[src/rtl/hack_alu_pkg.sv]
// Shared constants for the pipelined Hack ALU: ctrl bit positions,
// shift selector encoding and the canonical Hack computation codes.
package hack_alu_pkg;

    localparam int ZX = 5;
    localparam int NX = 4;
    localparam int ZY = 3;
    localparam int NY = 2;
    localparam int F  = 1;
    localparam int NO = 0;

    typedef enum logic [1:0] {
        EXT_NONE = 2'b00,
        EXT_SHL  = 2'b01,
        EXT_SRA  = 2'b10,
        EXT_SRL  = 2'b11
    } ext_op_e;

    localparam logic [5:0] C_ZERO = 6'b101010;
    localparam logic [5:0] C_ONE  = 6'b111111;
    localparam logic [5:0] C_NEG1 = 6'b111010;
    localparam logic [5:0] C_X    = 6'b001100;
    localparam logic [5:0] C_Y    = 6'b110000;
    localparam logic [5:0] C_NOTX = 6'b001101;
    localparam logic [5:0] C_NOTY = 6'b110001;
    localparam logic [5:0] C_NEGX = 6'b001111;
    localparam logic [5:0] C_NEGY = 6'b110011;
    localparam logic [5:0] C_XP1  = 6'b011111;
    localparam logic [5:0] C_YP1  = 6'b110111;
    localparam logic [5:0] C_XM1  = 6'b001110;
    localparam logic [5:0] C_YM1  = 6'b110010;
    localparam logic [5:0] C_ADD  = 6'b000010;
    localparam logic [5:0] C_XMY  = 6'b010011;
    localparam logic [5:0] C_YMX  = 6'b000111;
    localparam logic [5:0] C_AND  = 6'b000000;
    localparam logic [5:0] C_OR   = 6'b010101;

endpackage

[src/rtl/hack_alu_core.sv]
// Combinational back half of the Hack ALU: f/no, optional 1-bit shift,
// and zero/negative/overflow flags on pre-processed operands.
module hack_alu_core
    import hack_alu_pkg::*;
#(
    parameter int WIDTH = 16
) (
    input  logic [WIDTH-1:0] xp_i,
    input  logic [WIDTH-1:0] yp_i,
    input  logic             f_i,
    input  logic             no_i,
    input  ext_op_e          ext_i,
    output logic [WIDTH-1:0] r_o,
    output logic             zr_o,
    output logic             ng_o,
    output logic             ov_o
);

    logic [WIDTH-1:0] sum;
    logic [WIDTH-1:0] fn;
    logic [WIDTH-1:0] inv;

    assign sum = xp_i + yp_i;
    assign fn  = f_i ? sum : (xp_i & yp_i);
    assign inv = no_i ? ~fn : fn;

    always_comb begin
        r_o = inv;
        unique case (ext_i)
            EXT_NONE: r_o = inv;
            EXT_SHL:  r_o = {inv[WIDTH-2:0], 1'b0};
            EXT_SRA:  r_o = {inv[WIDTH-1], inv[WIDTH-1:1]};
            EXT_SRL:  r_o = {1'b0, inv[WIDTH-1:1]};
        endcase
    end

    assign zr_o = (r_o == '0);
    assign ng_o = r_o[WIDTH-1];
    // Overflow looks at the raw sum, before inversion or shifting.
    assign ov_o = f_i && (xp_i[WIDTH-1] == yp_i[WIDTH-1])
               && (sum[WIDTH-1] != xp_i[WIDTH-1]);

endmodule

[src/rtl/hack_alu_pipe.sv]
// Elastic valid/ready wrapper around hack_alu_core with one or two
// register stages; owns every register and handshake.
module hack_alu_pipe
    import hack_alu_pkg::*;
#(
    parameter int WIDTH  = 16,
    parameter int STAGES = 2,
    parameter bit EXT_EN = 1'b1
) (
    input  logic             clk,
    input  logic             rst_n,
    input  logic             in_valid,
    output logic             in_ready,
    input  logic [WIDTH-1:0] x,
    input  logic [WIDTH-1:0] y,
    input  logic [5:0]       ctrl,
    input  logic [1:0]       ext_op,
    output logic             out_valid,
    input  logic             out_ready,
    output logic [WIDTH-1:0] out,
    output logic             zr,
    output logic             ng,
    output logic             ov
);

    logic [WIDTH-1:0] xp_d, yp_d;
    ext_op_e          ext_d;

    assign xp_d  = (ctrl[ZX] ? '0 : x) ^ {WIDTH{ctrl[NX]}};
    assign yp_d  = (ctrl[ZY] ? '0 : y) ^ {WIDTH{ctrl[NY]}};
    assign ext_d = EXT_EN ? ext_op_e'(ext_op) : EXT_NONE;

    logic             vo_q;
    logic             adv_o;
    logic             sv;
    logic [WIDTH-1:0] cxp, cyp;
    logic             cf, cno;
    ext_op_e          cext;

    assign adv_o = !vo_q || out_ready;

    if (STAGES == 2) begin : g_two
        logic             v1_q;
        logic [WIDTH-1:0] xp_q, yp_q;
        logic             f_q, no_q;
        ext_op_e          ext_q;

        assign in_ready = !v1_q || adv_o;

        always_ff @(posedge clk or negedge rst_n) begin
            if (!rst_n) begin
                v1_q  <= 1'b0;
                xp_q  <= '0;
                yp_q  <= '0;
                f_q   <= 1'b0;
                no_q  <= 1'b0;
                ext_q <= EXT_NONE;
            end else if (in_ready) begin
                v1_q <= in_valid;
                if (in_valid) begin
                    xp_q  <= xp_d;
                    yp_q  <= yp_d;
                    f_q   <= ctrl[F];
                    no_q  <= ctrl[NO];
                    ext_q <= ext_d;
                end
            end
        end

        assign sv   = v1_q;
        assign cxp  = xp_q;
        assign cyp  = yp_q;
        assign cf   = f_q;
        assign cno  = no_q;
        assign cext = ext_q;
    end else begin : g_one
        assign in_ready = adv_o;
        assign sv       = in_valid;
        assign cxp      = xp_d;
        assign cyp      = yp_d;
        assign cf       = ctrl[F];
        assign cno      = ctrl[NO];
        assign cext     = ext_d;
    end

    logic [WIDTH-1:0] r_d;
    logic             zr_d, ng_d, ov_d;

    hack_alu_core #(.WIDTH(WIDTH)) u_core (
        .xp_i  (cxp),
        .yp_i  (cyp),
        .f_i   (cf),
        .no_i  (cno),
        .ext_i (cext),
        .r_o   (r_d),
        .zr_o  (zr_d),
        .ng_o  (ng_d),
        .ov_o  (ov_d)
    );

    logic [WIDTH-1:0] out_q;
    logic             zr_q, ng_q, ov_q;

    always_ff @(posedge clk or negedge rst_n) begin
        if (!rst_n) begin
            vo_q  <= 1'b0;
            out_q <= '0;
            zr_q  <= 1'b0;
            ng_q  <= 1'b0;
            ov_q  <= 1'b0;
        end else if (adv_o) begin
            vo_q <= sv;
            if (sv) begin
                out_q <= r_d;
                zr_q  <= zr_d;
                ng_q  <= ng_d;
                ov_q  <= ov_d;
            end
        end
    end

    assign out_valid = vo_q;
    assign out       = out_q;
    assign zr        = zr_q;
    assign ng        = ng_q;
    assign ov        = ov_q;

endmodule

[config.mk]
export PLATFORM = sky130hd
export DESIGN_NAME = hack_alu_pipe
export DESIGN_NICKNAME = d
export VERILOG_FILES = /design/src/rtl/hack_alu_pkg.sv /design/src/rtl/hack_alu_core.sv /design/src/rtl/hack_alu_pipe.sv
export SDC_FILE = /design/constraint.sdc
export NUM_CORES = 1
export LEC_CHECK = 0
export CAP_MARGIN = 20
export CORE_MARGIN = 4
export CORE_UTILIZATION = 50
export DETAILED_ROUTE_END_ITERATION = 6
export GPL_TIMING_DRIVEN = 0
export HOLD_SLACK_MARGIN = 0.05
export PLACE_DENSITY = 0.81
export SLEW_MARGIN = 30
export SYNTH_ARGS = -nofsm -noshare
export SYNTH_HDL_FRONTEND = slang
export SYNTH_SLANG_ARGS = --single-unit
[constraint.sdc]
create_clock -name clk -period 3.8 [get_ports clk]
set_clock_uncertainty 0.05 [all_clocks]
set_input_delay 0.76 -clock clk [delete_from_list [all_inputs] [get_ports clk]]
set_output_delay 0.76 -clock clk [all_outputs]
set_load 0.01 [all_outputs]
==> After elaboration in Yosys (flattened, before gate mapping) <==
Cells that the tools add are included.
Widths: inputs -> output; s select.
{ "totals": {"romBits": 0, "latchBits": 0, "regBits": 57, "output_inout_bits": 21, "mem_bits_rw": 0, "word_cells": 36, "in_bits": 44, "n_memories": 0} }
{ "classes": {"bitwise": 4, "order_cmp": 0, "n_reduce_logical": 10, "n_eq_ne": 5, "div": 0, "n_shift": 0, "multipliers": 0, "n_mux": 5, "addsub": 1} }
{ "op_table": {"columns": ["cell", "count"], "rows": [
  ["$mux 16", 4],
  ["$pmux 16 s4", 1],
  ["$xor 16x16->16", 2],
  ["$add 16x16->16", 1],
  ["$and 16x16->16", 1],
  ["$logic_not 16->1", 1],
  ["$not 16->16", 1],
  ["$eq 2x2->1 const B", 2],
  ["$reduce_and 2->1", 2],
  ["$eq 2x1->1 const B", 1],
  ["$logic_and 1x1->1", 2],
  ["$logic_not 1->1", 2],
  ["$logic_not 2->1", 1],
  ["$logic_or 1x1->1", 2],
  ["$eq 1x1->1", 1],
  ["$ne 1x1->1", 1]
]} }

==> Longest topological paths before layout <==
Gate-level depths: netlist of run 1.
{ "depth": {"ltp_word": 6, "ltp_mapped": 12} }

==> Cells and area by module <==
A second synthesis of run 1 with hierarchy kept.
{ "unflattened": {"cells_unflattened": 456, "hier_area_um2": 4665.7} }
{ "by_module_without_submodules": {"columns": ["module", "seq_area_each_um2", "area_each_um2", "cells_each", "instances"], "rows": [
  ["hack_alu_pipe", 1426.4, 2866.5, 192, 1],
  ["hack_alu_core", 0.0, 1799.2, 264, 1]
]} }

==> Least setup slack after synthesis of run 1 <==
OpenSTA, ideal clock, no wires.
{ "synth_path": {"kind": "reg2reg", "from": "reg g_two.xp_q[0] (netlist: cxp[0])", "to": "reg zr_q (netlist: zr)", "slack_ps": 756, "arrival_time_ps": 2918, "period_less_slack_ps": 3044, "stages_incl_launch_ff": 12, "path_cell_list": "dfrtp_1 > ha_1 > fa_1 > a211o_1 > nand3b_1 > a31oi_1 > a2111oi_0 > xnor2_1 > o211ai_1 > a2111oi_2 > nand4b_1 > o21ai_1"} }
{ "synth_via": {"elab_chain_len": 6, "elab_cells_between_ends": 7, "classes_between": "1 x add/sub; 3 x mux; 2 x bitwise; 1 x reduce/logical"} }
{ "synth_lines": {"columns": ["element", "line", "source"], "rows": [
  ["start: declaration", "hack_alu_pipe.sv:44", "logic [WIDTH-1:0] xp_q, yp_q;"],
  ["start signal: assignment", "hack_alu_pipe.sv:61", "xp_q <= xp_d;"],
  ["$add 16x16->16 / $and 16x16->16 (equally long branches)", "hack_alu_core.sv:23, hack_alu_core.sv:24", null],
  ["$mux 16 (*)", "hack_alu_core.sv:24", "assign fn = f_i ? sum : (xp_i & yp_i);"],
  ["$not 16->16", "hack_alu_core.sv:25", "assign inv = no_i ? ~fn : fn;"],
  ["$mux 16 (*)", "hack_alu_core.sv:25", null],
  ["$pmux 16 s4 (*)", "hack_alu_core.sv:29", "unique case (ext_i)"],
  ["$logic_not 16->1 (*)", "hack_alu_core.sv:37", "assign zr_o = (r_o == '0);"],
  ["end signal: assignment", "hack_alu_pipe.sv:115", "zr_q <= zr_d;"],
  ["end: declaration", "hack_alu_pipe.sv:102", "logic zr_q, ng_q, ov_q;"]
]} }
Every way passes the cells marked *; elsewhere a longest branch is shown, timed or not.
A chain may end at the register's enable or synchronous reset.

==> Final worst setup path of run 1 <==
{ "layout_path": {"from": "reg g_two.yp_q[0] (netlist: cyp[0])", "to": "reg zr_q (netlist: zr)"} }
{ "layout_via": {"elab_chain_len": 6, "elab_cells_between_ends": 7, "classes_between": "1 x add/sub; 3 x mux; 2 x bitwise; 1 x reduce/logical"} }
{ "layout_lines": {"columns": ["element", "line", "source"], "rows": [
  ["start: declaration", "hack_alu_pipe.sv:44", null],
  ["start signal: assignment", "hack_alu_pipe.sv:62", "yp_q <= yp_d;"],
  ["$add 16x16->16 / $and 16x16->16 (equally long branches)", "hack_alu_core.sv:23, hack_alu_core.sv:24", null],
  ["$mux 16 (*)", "hack_alu_core.sv:24", null],
  ["$not 16->16", "hack_alu_core.sv:25", null],
  ["$mux 16 (*)", "hack_alu_core.sv:25", null],
  ["$pmux 16 s4 (*)", "hack_alu_core.sv:29", null],
  ["$logic_not 16->1 (*)", "hack_alu_core.sv:37", null]
]} }
Marked as above.

==> results of run 1 <==
## registers in the layout, summed over array words and instances (netlist names)
name / flops
zr: 1
cxp: 16
ov: 1
out_valid: 1
out: 16
g_two.v1_q: 1
cyp: 16
cf: 1
cext: 2
cno: 1
## logic make-up after synthesis
group,synth area share
flops,0.292
xor+xnor,0.0893
buf+inv,0.0528
simple gates,0.220
compound gates,0.253
mux,0.0476
fa+ha+maj,0.0458
## how the worst min path moves through the flow
stage	from	end	slack (ps)
global placement	out[10]	out[10]	410
detailed placement	out[4]	out[4]	420
global route	rst_n	zr	280
finish	rst_n	zr	260
floorplan	cyp[0]	cyp[0]	400
CTS	rst_n	zr	270
## placed cells by master (no fill, tap or decap), drive strengths merged, types with 5 or more instances in the layout
cell type and n:
nor2 24, clkdlybuf4s50 61, inv 6, ha 16, nor2b 37, nand3b 5, buf 28, and3 12
xnor2 47, o211ai 7, nand2 72, nand4 6, a21oi 26, a21o 9, dfrtp 56, mux2 10
o31ai 5, clkbuf 27, o21ai 58, nand3 17, mux2i 10, a211oi 9, nor3 17, a211o 6
a2111oi 6
## worst reg2reg max path: stages (launching register included)
cell       delay (ps)
dfrtp_1           400
ha_1              260
fa_1              460
a211o_1           380
nand3b_1          170
a31oi_1           130
a2111oi_0         580
xnor2_1           220
o211ai_1          130
a2111oi_2         370
nand4b_1          140
o21ai_1           150
## per-layer routing
metal / wire, um / track usage / vias up
li1: - / - / 2179
met1: 5060 / 0.271 / 2024
met2: 5830 / 0.389 / 228
met3: 934 / 0.0285 / 21
met4: 174 / 0.0546 / 0
met5: 0 / 0 / -
## cell type report
cell class	instances	area share
Multi-Input combinational cell	460	0.550
Sequential cell	56	0.244
Timing Repair Buffer	63	0.111
Buffer	46	0.0397
Tap cell	129	0.0282
Clock buffer	7	0.0168
Clock inverter	1	0.00524
Inverter	7	0.00458
## power by group
| group | internal (uW) | switching [uW] |
|---|---|---|
| Sequential | 733 | 80.4 |
| Clock | 233 | 205 |
| Combinational | 748 | 933 |
## stage by stage
step / cells / power (uW) / util
after floorplan: 569 / 1990 / -
after global placement: 760 / 2430 / 0.602
after CTS: 769 / 2920 / 0.618
final: 769 / 2930 / 0.618
after detailed placement: 761 / 2480 / 0.604
after global routing: 769 / 3140 / 0.618
==> impl_results.md, run 1 <==
* Most frequent cell after synthesis: nand2_1
* Avg Vias per Cell at between 5 and 6
* Sequential standard cell area at roughly 1400 sq um
* Clock transition at the registers of the reported paths at about 100 ps
* PD cells at slightly above 500 nW/um^2
* Nets@finish at 700
* WS Path Type: flop to flop
* Antenna violations before repair at 0
* Largest stage delay, worst path at around 580 ps
* EDFF count, synth at 0
* Worst slew pin tran at around 660 ps
* Asr flop ratio synth at 1.00
* H-tree level count at 2
* Number of cells on the critical path at 11
* First-pass GRT wire length at between 20000 and 25000 um
* Synthesized area at around 4800 sq um
* TritonCTS Sinks at 56
* Hold Vio Cnt, Final at 0
* Final Cycle Share at 0.922
* Synth top cells by count: nand2_1 (72), dfrtp_1 (56), o21ai_0 (50)
* CP Max Fanout at 5
* Clk Tree Root Cell: clkbuf_8
* Rows at 35
* CP startpoint: cyp[0]
* Post-Syn Nets at 630
* Synth top area cells: dfrtp_1 (29%), xnor2_1 (8.6%), nand2_1 (5.6%)
* Vias in the first global route at 4387
* P_leak at around 0.0024 uW
* DR WL/cell at roughly 16 um
* Layout cell share with drive strength beyond 1 at 0.102
* R2R Path End: zr
* Port buffer count at between 60 and 70
* Critical path capture point type: flop
* Clock Path Buffers at 2
* Number of distinct library cells after synthesis at 75
* Syn-to-layout area delta at 19.3%
* Worst-Skew Late Latency at 320 ps
* Hold slack at about 260 ps
* Yosys top cell area share at 0.292
* CP max stage cell: a2111oi_0
* # diodes at 0
* Gpl congestion at 0.904
* Drt total wl at 12000 um
* Cell area after layout at ~5700 sq um
* Total global routing overflow at 0
* WP buf/inv at 0
* Initial DRC Count at 411
* Worst min path class: primary input to asynchronous set/reset pin
* Drt drc at 0
* Synthesized instance count at 569
* Synth Register Bits at between 50 and 60
* WP data required at around 4000 ps
* FMAX at between 0.2 and 0.3 GHz
* Top delay family on crit path: compound AO/OA/AOI/OAI gates
* Area leader, netlist: dfrtp_1
* Die Ht at 106 um
* Crit path capture: zr
* Status: complete, no violations
* Core Box Area at about 9300 sq um
* R2r startpoint: cyp[0]
* GRT Util Overall at 0.215
* DP Area at approximately 5600 sq um
* Placed wire-length estimate at about 9700 um
* Maximum vdd drop at between 0.00015 and 0.0002 V
* Largest net degree at the start of global routing at 36
* Cells along the critical path: ha_1, fa_1, a211o_1, nand3b_1, a31oi_1, a2111oi_0, xnor2_1, o211ai_1, a2111oi_2, nand4b_1, o21ai_1
* Fillers at 837
* Register area share after synthesis at 0.292
* Tmin final at 3510 ps
* Starting Density at 0.518
* Fin Setup TNS at 0 ps
* Multi-input logic area at 3150 sq um
* Total number of vias at between 4000 and 5000
* Cells on worst reg2reg path at 11
* Max Slew Vio Count at 0
* I/O pins at between 60 and 70
* Slew HR at 0.562
* WP data arrival at about 3700 ps
* Endpoints failing setup at 0
* CP startpoint kind: flop
* Die area at between 10000 and 15000 sq um
* Synth warnings at 0
* Flop-to-flop setup slack at approximately 290 ps
* Mean area per synthesized cell at around 8.4 sq um
* CTS resizes at 0
* Antenna-violating nets left at 0
* Setup WS pre-CTS at roughly 280 ps
* TritonCTS clock tree: yes
* TritonCTS Buffers at 5
* Dominant synthesized flop cell: dfrtp_1
* Die width at ~110 um
* Postcts setup bufs at 0
* CTS Hold Bufs at 0
* Unrepaired setup endpoints after global routing: no
* Max Cap Violations at 0
* Worst Slack Setup Final at 295 ps
* Router iterations before antenna repair at 6
No activity file was read; power rests on OpenSTA's default activity.
==> run 2, diff against run 1 <==
--- a/config.mk
+++ b/config.mk
@@ -6,7 +6,7 @@
 export NUM_CORES = 1
 export LEC_CHECK = 0
 export CAP_MARGIN = 20
-export CORE_MARGIN = 4
+export CORE_MARGIN = 2
 export CORE_UTILIZATION = 50
 export DETAILED_ROUTE_END_ITERATION = 6
 export GPL_TIMING_DRIVEN = 0
==> run 2 against run 1 <==
Global-route usage increased by 1.6 points; final area decreased by 0.20%; sequential share of layout area about the same; highest routed layer unchanged.
==> impl_results.md, run 2 (synthesis gave the netlist of run 1 again) <==
* TritonCTS Buffers at 5 (unchanged)
* Clock transition at the registers of the reported paths at 110 ps (about the same)
* Total number of vias at 4418 (-0.76%)
* Antenna-violating nets left at 0 (unchanged)
* Cells along the critical path: ha_1, fa_1, a211o_1, nand3b_1, a31oi_1, a2111oi_0, xnor2_1, o211ai_1, a2111oi_2, nand4b_1, o21ai_1
* Layout cell share with drive strength beyond 1 at 0.102 (unchanged)
* I/O pins at 65 (unchanged)
* Critical path capture point type: flop
* Avg Vias per Cell at 5.75 (-0.76%)
* Worst Slack Setup Final at 261 ps (-33.6 ps)
* Max Slew Vio Count at 0 (unchanged)
* Worst min path class: primary input to asynchronous set/reset pin
* Fillers at 850 (+1.6%)
* Largest stage delay, worst path at 610 ps (+30 ps)
* Worst-Skew Late Latency at 320 ps (about the same)
* Clk Tree Root Cell: clkbuf_8
* Starting Density at 0.518 (unchanged)
* WP data arrival at 3740 ps (+30 ps)
* CP Max Fanout at 5 (unchanged)
* Clock Path Buffers at 2 (unchanged)
* Placed wire-length estimate at 9470 um (-2.2%)
* Setup WS pre-CTS at 323 ps (+39.0 ps)
* Commonest cells after routing, fill and taps aside: nand2_1 (72), clkdlybuf4s50_1 (61), dfrtp_1 (56)
* Gpl congestion at 0.927 (+2.6%)
* Hold Vio Cnt, Final at 0 (unchanged)
* # diodes at 0 (unchanged)
* DR WL/cell at 15.4 um (-1.6%)
* Die area at 10400 sq um (-7.4%)
* Endpoints failing setup at 0 (unchanged)
* CP max stage cell: a2111oi_0
* Status: complete, no violations
* Slew HR at 0.553 (-0.00949)
* Maximum vdd drop at 0.000229 V (+17%)
* First-pass GRT wire length at 19500 um (-3.5%)
* Max Cap Violations at 0 (unchanged)
* Initial DRC Count at 320 (-22%)
* Nets@finish at 700 (unchanged)
* Vias in the first global route at 4263 (-2.8%)
* Multi-input logic area at 3150 sq um (unchanged)
* Largest net degree at the start of global routing at 36 (unchanged)
* Drt total wl at 11800 um (-1.6%)
* Router iterations before antenna repair at 5 (-1)
* Tmin final at 3540 ps (+33.6 ps)
* Core Box Area at 9280 sq um (unchanged)
* H-tree level count at 2 (unchanged)
* Antenna violations before repair at 0 (unchanged)
* WP data required at 4000 ps (about the same)
* GRT Util Overall at 0.231 (+0.0155)
* TritonCTS Sinks at 56 (unchanged)
* Die width at 102 um (-3.8%)
* Finished Core Util at 0.616 (-0.00121)
* Postcts setup bufs at 0 (unchanged)
* CTS resizes at 0 (unchanged)
* Total global routing overflow at 0 (unchanged)
* P_leak at 0.00234 uW (-0.41%)
* FMAX at 0.283 GHz (-0.95%)
* Unrepaired setup endpoints after global routing: no
* Final Cycle Share at 0.931 (+0.00885)
* Port buffer count at 62 (unchanged)
* WP buf/inv at 0 (unchanged)
* Sequential standard cell area at 1400 sq um (unchanged)
* Drt drc at 0 (unchanged)
* CP startpoint kind: flop
* Commonest non-fill, non-tap cell in the layout: nand2_1
* WS Path Type: flop to flop
* Die Ht at 102 um (-3.8%)
* PD cells at 508 nW/um^2 (-0.66%)
* Worst slew pin tran at 671 ps (+14.2 ps)
* Fin Setup TNS at 0 ps (unchanged)
* TritonCTS clock tree: yes
* Syn-to-layout area delta at 19.0%
* Top delay family on crit path: compound AO/OA/AOI/OAI gates
* Rows at 35 (unchanged)
* CTS Hold Bufs at 0 (unchanged)
## run 2: area by class of cell
| cell class | instances | share of cell area |
|---|---|---|
| well taps | 129 | 0.0282 |
| inverters | 7 | 0.00459 |
| multi-input cells | 460 | 0.551 |
| repair buffers | 63 | 0.112 |
| plain buffers | 46 | 0.0398 |
| clock buffers | 5 | 0.0120 |
| flip-flops and latches | 56 | 0.245 |
| clock inverters | 3 | 0.00809 |
## run 2: per-stage QoR
step / std cells / hold slack (ps) / total power, uW / instance area (sq um)
after global routing: 769 / 276 / 3100 / 5720
final: 769 / 253 / 2910 / 5720
after CTS: 769 / 263 / 2890 / 5720
after global placement: 760 / 412 / 2430 / 5590
after floorplan: 569 / 404 / 1990 / 4810
after detailed placement: 761 / 421 / 2480 / 5610
## run 2: worst reg2reg max path, delay by kind of cell (launching register included)
family	cells	cell delay, ps
adder cells (fa/ha/maj)	2	750
AO/OA/AOI/OAI	6	1750
XOR/XNOR	1	240
flip-flops	1	400
AND/OR/NAND/NOR	2	280
## run 2: worst paths after layout
check / from / to / slack, ps / cells past startpoint
max: cxp[0] / zr / 260 / 11
min: rst_n / zr / 250 / 1
max reg2reg: cxp[0] / zr / 260 / 11
min reg2reg: out[1] / out[1] / 440 / 2
max in group asynchronous: rst_n / cf / 2970 / 2
min in group clk: out[1] / out[1] / 440 / 2
## run 2: where the power goes
group          internal, uW  switching (uW)
Clock                   199             211
Combinational           747             936
Sequential              733            80.2
## run 2: metal layers
layer  GRT usage  share of wire
met1       0.294           0.44
met2       0.408           0.48
met3      0.0308          0.064
met4      0.0697          0.021
met5           0              0
